`src/rtl/upload_arbiter_pkg.sv`:
```
// Shared definitions for the upload arbiter.
//   - source-index constants for the upload handlers
//   - source-ID byte values the handlers stamp on their upload bytes
//   - arbiter state encoding
//   - watchdog counter width
package upload_arbiter_pkg;

    localparam int SRC_UART = 0;
    localparam int SRC_SPI  = 1;

    localparam logic [7:0] UPLOAD_ID_UART = 8'h75;
    localparam logic [7:0] UPLOAD_ID_SPI  = 8'h73;

    localparam int WDOG_W = 16;

    typedef enum logic {
        ST_IDLE  = 1'b0,
        ST_GRANT = 1'b1
    } arb_state_t;

endpackage

```
`src/rtl/upload_arbiter_rr_picker.sv`:
```
// rr_picker: combinational round-robin find-first.
// Ports:
//   req   in  NUM_SRC : request vector
//   start in  IDX_W   : index searched first; the search wraps past NUM_SRC-1 to 0
//   idx   out IDX_W   : first requesting index found from start (0 when none)
//   found out 1       : at least one request is set
module rr_picker #(
    parameter int NUM_SRC = 2,
    localparam int IDX_W  = (NUM_SRC > 1) ? $clog2(NUM_SRC) : 1
) (
    input  logic [NUM_SRC-1:0] req,
    input  logic [IDX_W-1:0]   start,
    output logic [IDX_W-1:0]   idx,
    output logic               found
);

    int               cand;
    logic [IDX_W-1:0] cand_idx;

    // Walk from the farthest offset back to offset 0 so the closest
    // requester to start is the last assignment and wins.
    always_comb begin
        idx      = '0;
        found    = 1'b0;
        cand     = 0;
        cand_idx = '0;
        for (int k = NUM_SRC - 1; k >= 0; k--) begin
            cand     = (int'(start) + k) % NUM_SRC;
            cand_idx = IDX_W'(cand);
            if (req[cand_idx]) begin
                idx   = cand_idx;
                found = 1'b1;
            end
        end
    end

endmodule

```
`src/rtl/upload_arbiter.sv`:
```
// upload_arbiter: merges per-handler upload streams onto the single upload bus
// of the command processor. One source owns the bus for a whole packet;
// sources are served round-robin and a stalled owner is released by a watchdog.
// Ports:
//   clk, rst                  : system clock, async active-high reset
//   src_req/valid  [NUM_SRC]  : per-source packet request and byte valid
//   src_data/source[8*NUM_SRC]: per-source byte and source-ID, source i at [8i+7:8i]
//   src_ready      [NUM_SRC]  : per-source byte accept
//   merged_*                  : single upload bus towards the processor
//   grant_idx                 : current or last granted source
//   timeout_pulse             : one cycle high when the watchdog forces a release
module upload_arbiter
    import upload_arbiter_pkg::*;
#(
    parameter int NUM_SRC     = 2,
    parameter int TIMEOUT_CYC = 65535,
    localparam int IDX_W      = (NUM_SRC > 1) ? $clog2(NUM_SRC) : 1
) (
    input  logic                 clk,
    input  logic                 rst,
    input  logic [NUM_SRC-1:0]   src_req,
    input  logic [NUM_SRC*8-1:0] src_data,
    input  logic [NUM_SRC*8-1:0] src_source,
    input  logic [NUM_SRC-1:0]   src_valid,
    output logic [NUM_SRC-1:0]   src_ready,
    output logic                 merged_req,
    output logic [7:0]           merged_data,
    output logic [7:0]           merged_source,
    output logic                 merged_valid,
    input  logic                 merged_ready,
    output logic [IDX_W-1:0]     grant_idx,
    output logic                 timeout_pulse
);

    arb_state_t        state, state_nxt;
    logic [IDX_W-1:0]  grant_q;
    logic [IDX_W-1:0]  last_q;
    logic [IDX_W-1:0]  start_idx;
    logic [IDX_W-1:0]  pick_idx;
    logic              pick_found;
    logic [WDOG_W-1:0] wdog_q;

    logic req_g;
    logic valid_g;
    logic xfer;
    logic pending;
    logic timeout_hit;

    assign start_idx = (last_q == IDX_W'(NUM_SRC - 1)) ? '0 : last_q + IDX_W'(1);

    rr_picker #(
        .NUM_SRC (NUM_SRC)
    ) u_picker (
        .req   (src_req),
        .start (start_idx),
        .idx   (pick_idx),
        .found (pick_found)
    );

    assign req_g       = src_req[grant_q];
    assign valid_g     = src_valid[grant_q];
    assign xfer        = valid_g & merged_ready;
    assign pending     = valid_g & ~merged_ready;
    assign timeout_hit = (wdog_q >= WDOG_W'(TIMEOUT_CYC));
    assign grant_idx   = grant_q;

    always_comb begin
        state_nxt     = state;
        merged_req    = 1'b0;
        merged_data   = 8'h00;
        merged_source = 8'h00;
        merged_valid  = 1'b0;
        src_ready     = '0;
        timeout_pulse = 1'b0;
        case (state)
            ST_IDLE: begin
                if (pick_found) begin
                    state_nxt = ST_GRANT;
                end
            end
            ST_GRANT: begin
                merged_req         = 1'b1;
                merged_data        = src_data[8*grant_q +: 8];
                merged_source      = src_source[8*grant_q +: 8];
                merged_valid       = valid_g;
                src_ready[grant_q] = merged_ready;
                timeout_pulse      = timeout_hit;
                // A byte accepted in the same cycle req falls is complete,
                // so only a still-pending byte holds the grant.
                if (timeout_hit || (!req_g && !pending)) begin
                    state_nxt = ST_IDLE;
                end
            end
            default: state_nxt = ST_IDLE;
        endcase
    end

    always_ff @(posedge clk or posedge rst) begin
        if (rst) begin
            state   <= ST_IDLE;
            grant_q <= '0;
            last_q  <= IDX_W'(NUM_SRC - 1);
            wdog_q  <= '0;
        end else begin
            state <= state_nxt;
            case (state)
                ST_IDLE: begin
                    wdog_q <= '0;
                    if (pick_found) begin
                        grant_q <= pick_idx;
                    end
                end
                ST_GRANT: begin
                    if (xfer) begin
                        wdog_q <= '0;
                    end else if (wdog_q != '1) begin
                        wdog_q <= wdog_q + WDOG_W'(1);
                    end
                    if (state_nxt == ST_IDLE) begin
                        last_q <= grant_q;
                    end
                end
                default: ;
            endcase
        end
    end

endmodule

```
`config.mk`:
```
export PLATFORM = sky130hd
export DESIGN_NAME = upload_arbiter
export DESIGN_NICKNAME = d
export VERILOG_FILES = /design/src/rtl/upload_arbiter_pkg.sv /design/src/rtl/upload_arbiter_rr_picker.sv /design/src/rtl/upload_arbiter.sv
export SDC_FILE = /design/constraint.sdc
export NUM_CORES = 1
export LEC_CHECK = 0
export CORE_ASPECT_RATIO = 1.25
export CORE_MARGIN = 5
export CORE_UTILIZATION = 44
export CTS_CLUSTER_DIAMETER = 150
export DETAILED_ROUTE_END_ITERATION = 16
export PLACE_DENSITY_LB_ADDON = 0.08
export REMOVE_ABC_BUFFERS = 1
export SLEW_MARGIN = 5
export SYNTH_ARGS = -nofsm -noshare
export SYNTH_HDL_FRONTEND = slang
export SYNTH_SLANG_ARGS = --single-unit
```
`constraint.sdc`:
```
create_clock -name clk -period 4.22 [get_ports clk]
set_clock_uncertainty 0.1 [all_clocks]
set_input_delay 0.633 -clock clk [delete_from_list [all_inputs] [get_ports clk]]
set_output_delay 0.633 -clock clk [all_outputs]
set_load 0.02 [all_outputs]
```
Word level (Yosys, flattened, before mapping)
Cells that the tools add are included.
- flip-flop bits (word level): 19
- bits in latches: 0
- bits in writable memories: 0
- memory bits (read-only): 0
- output and inout bits: 22
- memories kept: 0
- $add $sub $neg: 3
- $mul: 0
- divide/modulo/power cells: 0
- order comparisons: 5
- equal/unequal tests: 2
- shift-type cells: 2
- multiplexer cells: 27
- bitwise gates (word level): 6
- reduce and logical (&&, ||, !) cells: 7
- operators by type and width (kind ; count):
    $mux W16 ; 2
    $pmux W16 S2 ; 1
    $shiftx A16 B5 Y8 ; 2
    $mux W1 ; 19
    $add A16 B1 Y16 const B ; 1
    $ge A16 B16 Y1 const B ; 1
    $mux W8 ; 2
    $ne A16 B16 Y1 const B ; 1
    $lt A1 B2 Y1 const B ; 3
    $reduce_and A2 Y1 ; 2
    $ne A3 B1 Y1 const B ; 1
    $not A1 Y1 ; 3
    $add A1 B1 Y1 const B ; 2
    $and A1 B1 Y1 ; 2
    $and A2 B2 Y2 ; 1
    $logic_and A1 B1 Y1 ; 2
    $logic_not A1 Y1 ; 2
    $mux W2 ; 1
    $pmux W1 S2 ; 1
    $demux W1 S1 ; 1
    $ge A1 B1 Y1 const B ; 1
    $logic_or A1 B1 Y1 ; 1

Depth between registers and ports, before layout
Gate-level depths: netlist (run 1).
- depth after elaboration: 11
- depth in mapped cells: 6

Modules after synthesis
A second synthesis (run 1) with hierarchy kept.
- cells, all modules: 158
- area, all modules: 1343.8 µm²
- modules (own cells, without submodules) (module ; times used ; cells an instance ; area each (µm²) ; seq. area each (µm²)):
    upload_arbiter ; 1 ; 155 ; 1326.3 ; 476.7
    rr_picker ; 1 ; 3 ; 17.5 ; 0.0

Least setup slack after synthesis (run 1)
No wires, ideal clock.
- path type: flip-flop to output port
- from: register grant_q (netlist: grant_idx)
- to: output merged_source[1]
- data arrival time: 1.400 ns
- setup slack: 2.087 ns
- cell stages (with the launch flop): 5
- buffers on the path: 2
- path through: dfrtp_1 > clkbuf_2 > clkbuf_1 > mux2i_1 > nor2_1
- longest elaborated chain between the ends: 2
- ends and longest elaborated chain (element ; line ; RTL):
    start, declared ; upload_arbiter.sv:36 ; logic [IDX_W-1:0] grant_q;
    start signal, assigned ; upload_arbiter.sv:110 ; grant_q <= pick_idx;
    $shiftx A16 B5 Y8 ; upload_arbiter.sv:84 ; merged_source = src_source[8*grant_q +: 8];
    $mux W8 ; upload_arbiter.sv:75 ; case (state)
    end, declared ; upload_arbiter.sv:28 ; output logic [7:0] merged_source,
Every way passes these cells.

Worst setup path after layout (run 1)
- from: register grant_q (netlist: grant_idx)
- to: output merged_valid
- longest elaborated chain between the ends: 3
- ends and longest elaborated chain (element ; line ; RTL):
    $mux W1 (not written as such) (2 in series) ; upload_arbiter.sv:61 ; assign valid_g = src_valid[grant_q];
    $mux W1 ; upload_arbiter.sv:75 ;
    end, declared ; upload_arbiter.sv:29 ; output logic merged_valid,
Every way passes these cells. The select of a mux whose other input is x is not followed.

==> results.json, run 1 <==
{
  "outcome": "finished clean",
  "avgSynthCellArea_um2": 8.74,
  "dr_total_vias": 1388,
  "grt_pass1_wl_mm": 6.02,
  "antenna_found_initial": 0,
  "clkTransAtPathRegs_ps": 110,
  "num_rows": 22,
  "rsz0062_at_grt": "no",
  "p_leak_nw": 0.787,
  "cp_max_fo": 23,
  "synth_edf_count": 0,
  "finalHoldViolations": 0,
  "fin_nets": 245,
  "met1_usage_pct": 24.4,
  "tritoncts": "done",
  "ys_types": 39,
  "critPathKind": "reg2out",
  "synthesis.area_um2": 1280,
  "start_util_pct": 44.9,
  "grt_max_degree": 24,
  "syn2layout_area_growth_pct": 50.0,
  "synth_area_leaders": "dfrtp_1 (35%), mux2i_1 (13%), nor2_1 (7.9%), nand2_1 (3.5%), and4_1 (2.7%)",
  "async_reset_ff_share_pct": 100,
  "synth-seq-cells": 19,
  "busiest_layer": "met2",
  "final_max_slew_viol_count": 0,
  "max_freq_ghz": 0.318,
  "max-slew-margin-rel_pct": 29.5,
  "yosysTopAreaCell": "dfrtp_1",
  "hp-class": "reg2reg",
  "postCtsHoldBufs": 0,
  "postSynthCellCount": 147,
  "cts.repair.resized": 0,
  "die_w_um": 58.3,
  "antenna_cells": 0,
  "instances_no_fill": 240,
  "fin_util_pct": 67.4,
  "grt_usage_pct": 18.6,
  "post_cts_buffers": 0,
  "drive_gt1_share_pct": 5.39,
  "core_area_um2": 2860,
  "die_h_um": 70.4,
  "crit_path_end_kind": "output pin",
  "grt-ovfl-total": 0,
  "power_density_nw_per_um2": 461,
  "tightest_slew_ps": 1060,
  "crit_path_start_kind": "flop",
  "dpl.hpwl_mm": 2.97,
  "clk_latency_ps": 300,
  "io_pins": 61,
  "finalSetupTns_ps": 0,
  "placed_cells": 236,
  "numCtsBuffers": 3,
  "vias_per_cell": 5.78,
  "synth_top_area_share_pct": 35.1,
  "crit_required_ps": 3490,
  "portBuffers": 60,
  "htree_num_levels": 1,
  "synth_top_flop_cell": "dfrtp_1",
  "drv_cap": 0,
  "fin_crit_sh_pct": 74.5,
  "hold_slack_ps": 446,
  "cts_root_buf": "clkbuf_4",
  "clock_path_buffers": 2,
  "peakVddDrop_uv": 349,
  "routed_wl_mm": 3.87,
  "setup_viol": 0,
  "synth_seq_area_share_pct": 37.1,
  "yosys_warnings": 0,
  "die-area_um2": 4110,
  "ant_nets": 0,
  "gr-usage-met3_pct": 3.51,
  "grt_pass1_vias": 1239,
  "drtIter0Drc": 51,
  "drt_drc_violations_left": 0,
  "gp_congestion": 0.837,
  "first_pass_iters": 4,
  "min_period_ps": 3140,
  "post_drt_wl_per_cell_um": 16.1,
  "use_met2_pct": 29.7,
  "fillCellCount": 245,
  "clock_sinks": 19,
  "arrival_ps": 2410
}
## cells in the mapped netlist, types with 2 or more instances
cell type  instances
a211oi_1           2
a21oi_1            6
a31oi_1            2
and3_1             2
and4_1             4
buf_2              2
clkbuf_1           4
dfrtp_1           18
inv_1              3
mux2_2             2
mux2i_1           17
nand2_1           12
nand3_1            3
nand4_1            4
nor2_1            27
nor3_1             4
nor4_1             2
o21ai_0            4
o311ai_0           2
o31ai_1            3
o41ai_1            2
or3_1              2
or4_1              4
## cells in the final DEF, fill, tap and decap left out
master	count
dfrtp_1	18
o41ai_1	2
o211ai_1	1
nor3_2	1
nor2_1	27
nor2b_1	1
a41oi_1	1
mux2_2	2
o31ai_1	3
and4_1	4
a21o_1	1
o311ai_0	2
clkdlybuf4s50_1	60
a21oi_1	6
and3_1	2
xor2_1	1
nand4_1	4
or4_1	4
a31oi_1	2
and2_1	1
xnor2_1	1
nor4_1	2
nor3_1	4
a32o_1	1
ha_1	1
mux2_4	1
nand3_1	3
nand2_1	12
o21ai_0	4
inv_1	3
nand3_2	1
dfstp_2	1
clkbuf_4	3
o22ai_1	1
a211oi_1	2
clkinv_2	1
or3_1	2
nor4_2	1
mux2i_1	17
## state kept, by name, indices dropped and copies added, names as in the netlist
signal and count:
last_q 1, state 1, wdog_q 16, grant_idx 1
## logic make-up (layout without fill, tap and decap cells)
group / Yosys count / count (layout) / share of synthesized area, %
flip-flops: 19 / 19 / 37.1
buffers and inverters: 10 / 67 / 3.21
multiplexers: 20 / 20 / 16.2
AND/OR/NAND/NOR: 69 / 69 / 27.6
adder cells (fa/ha/maj): 1 / 1 / 0.974
AO/OA/AOI/OAI: 26 / 26 / 13.6
XOR/XNOR: 2 / 2 / 1.36
## metrics by stage
step	setup WS, ps	total power, mW	cell area, um^2
6_report	1080	0.890	1930
5_1_grt	958	0.944	1930
4_1_cts	1060	0.900	1930
3_5_place_dp	1400	0.807	1900
3_3_place_gp	1440	0.795	1900
2_1_floorplan	1840	0.560	1250
## path summary, 6_finish.rpt
path                       slack (ps)            to        from  cells past startpoint
min in group asynchronous         640    wdog_q[10]         rst                      2
max                              1080  merged_valid   grant_idx                      3
min                               450    wdog_q[14]  wdog_q[14]                      1
max in group asynchronous        2940     wdog_q[7]         rst                      2
min reg2reg                       450    wdog_q[14]  wdog_q[14]                      1
max reg2reg                      1650     wdog_q[9]   grant_idx                      4
## power breakdown
part           switching [mW]  internal (mW)  leakage, nW
Combinational           0.251          0.271        0.515
Sequential             0.0687          0.209        0.254
Clock                  0.0544         0.0353       0.0177
Total                   0.374          0.516        0.787
## cell type report
cell class,instances,area [um^2],share of cell area (%)
clock buffers,3,22.5,1.17
inverters,3,11.3,0.584
flip-flops and latches,19,477,24.7
well taps,36,45.0,2.34
multi-input cells,118,767,39.8
repair buffers,60,601,31.1
clock inverters,1,5.00,0.260
## routing by layer
layer | vias to the layer above | part of all wire (%)
met5 | - | 0
met4 | 0 | 1.5
met3 | 4 | 9.8
met2 | 63 | 45
met1 | 655 | 44
li1 | 666 | -
## worst max-delay path, stage by stage (launching register included)
cell and delay (ps):
dfrtp_1 1050, mux2_4 380, and2_1 160, clkdlybuf4s50_1 530
(Power assumes the default switching activity.)
==> run 2: changes to the inputs <==
Settings changed: CORE_UTILIZATION 44 to 37.
Clock period 4.22 ns to 2.7 ns, I/O delays scaled along.
==> run 2 against run 1 <==
Against the previous run: non-clock buffer count up 4; routed wire length up 5.0%; setup slack worse by 800 ps.
==> results.json, run 2 (synthesis gave the netlist of run 1 again) <==
{
  "rsz0062_at_grt": "no",
  "finalHoldViolations": 0,
  "p_leak_nw": 0.830,
  "max-slew-margin-rel_pct": 50.9,
  "crit_path_end_kind": "output pin",
  "crit_path_start_kind": "flop",
  "post_drt_wl_per_cell_um": 16.5,
  "numCtsBuffers": 3,
  "vias_per_cell": 5.41,
  "pwr-share-comb_pct": 61.5,
  "peakVddDrop_uv": 482,
  "grt_max_degree": 23,
  "placed_cells": 243,
  "clkPwrFrac_pct": 13.2,
  "cp_max_fo": 22,
  "final_max_slew_viol_count": 0,
  "cts_root_buf": "clkbuf_8",
  "antenna_found_initial": 0,
  "grt-ovfl-total": 0,
  "p_int_mw": 0.877,
  "tritoncts": "done",
  "setup_viol": 0,
  "drv_cap": 0,
  "start_util_pct": 37.5,
  "p_seq_share_pct": 25.3,
  "routed_wl_mm": 4.06,
  "rr_startpoint": "wdog_q[0]",
  "clkTransAtPathRegs_ps": 70,
  "htree_num_levels": 1,
  "outcome": "finished clean",
  "swShare_pct": 40.9,
  "power_density_nw_per_um2": 749,
  "clock_sinks": 19,
  "power.switching_mw": 0.607,
  "die_w_um": 62.7,
  "critPathKind": "reg2out",
  "reg2reg_depth": 6,
  "final_cell_mix": "clkdlybuf4s50_1 (59), nor2_1 (27), dfrtp_1 (18), mux2i_1 (17), nand2_1 (12)",
  "gp_congestion": 0.755,
  "largest_reg_flops": 16,
  "io_pins": 61,
  "crit_required_ps": 2190,
  "hold_path_startpoint": "wdog_q[10]",
  "syn2layout_area_growth_pct": 54.2,
  "largest_register": "wdog_q",
  "arrival_ps": 1910,
  "hp-class": "reg2reg",
  "min_period_ps": 2420,
  "final_cell_area_um2": 1980,
  "core_area_um2": 3420,
  "clock_path_buffers": 2,
  "drtIter0Drc": 52,
  "grt_pass1_vias": 1195,
  "clk_latency_ps": 250,
  "startpoint": "state",
  "setup_ws_ps": 281,
  "portBuffers": 60,
  "instances_no_fill": 247,
  "fin_crit_sh_pct": 89.6,
  "fillCellCount": 330,
  "die_h_um": 75.9,
  "drive_gt1_share_pct": 6.73,
  "place_ws_ps": 396,
  "max_freq_ghz": 0.413,
  "die-area_um2": 4760,
  "min_path_cells": 1,
  "drt_drc_violations_left": 0,
  "tightest_slew_ps": 735,
  "dr_total_vias": 1337,
  "first_pass_iters": 4,
  "dpl.hpwl_mm": 3.28,
  "dpl_cell_area_um2": 1930,
  "num_rows": 24,
  "grt_usage_pct": 16.1,
  "finalSetupTns_ps": 0,
  "antenna_cells": 0,
  "fin_nets": 249,
  "ant_nets": 0,
  "layout_commonest_cell": "clkdlybuf4s50_1",
  "grt_pass1_wl_mm": 6.13
}
-- run 2: power by group through the flow --
stage | logic (mW) | clock network (mW) | registers, mW
2_1_floorplan | 0.440 | 0 | 0.435
3_3_place_gp | 0.920 | 0 | 0.378
3_5_place_dp | 0.928 | 0 | 0.379
4_1_cts | 0.931 | 0.204 | 0.375
5_1_grt | 0.984 | 0.213 | 0.384
6_report | 0.913 | 0.195 | 0.376
-- run 2: cell type report --
type | count | area [um^2] | share of cell area, %
Timing Repair Buffer | 64 | 633 | 31.9
Sequential cell | 19 | 477 | 24.1
Inverter | 3 | 11.3 | 0.568
Clock buffer | 4 | 45.0 | 2.27
Multi-Input combinational cell | 118 | 767 | 38.7
Tap cell | 39 | 48.8 | 2.46
-- run 2: stage by stage --
step                      total power, mW  utilization (%)  hold WS (ps)
final                                1.48             57.9           436
after global routing                 1.58             57.9           455
after CTS                            1.51             57.8           434
after detailed placement             1.31             56.5           429
after global placement               1.30             56.5           411
after floorplan                     0.876                -           255
-- run 2: worst paths after layout --
check	to	slack (ps)
worst max-delay path	src_ready[0]	280
min in group asynchronous	wdog_q[14]	480
max in group asynchronous	wdog_q[1]	1560
worst min-delay path	wdog_q[10]	440
worst max register to register	wdog_q[4]	660
worst min register to register	wdog_q[10]	440
-- run 2: routing by layer --
layer / up-vias / share of wire (%) / global-route usage (%)
met5: - / 0 / 0
met4: 0 / 0.62 / 3.54
met3: 2 / 2.8 / 2.95
met2: 22 / 60 / 31.3
met1: 642 / 36 / 18.4
li1: 671 / - / -
-- run 2: critical path, stage by stage (launching register included) --
cell             delay (ps)
dfrtp_1                 440
inv_1                   330
nor3_1                  250
clkdlybuf4s50_1         640
-- run 2: timing repair --
item | CTS | global route
hold buffers | 0 | 0
endpoints found under the setup margin | 0 | 1
resized for setup | 0 | 1
setup buffers | 0 | 0
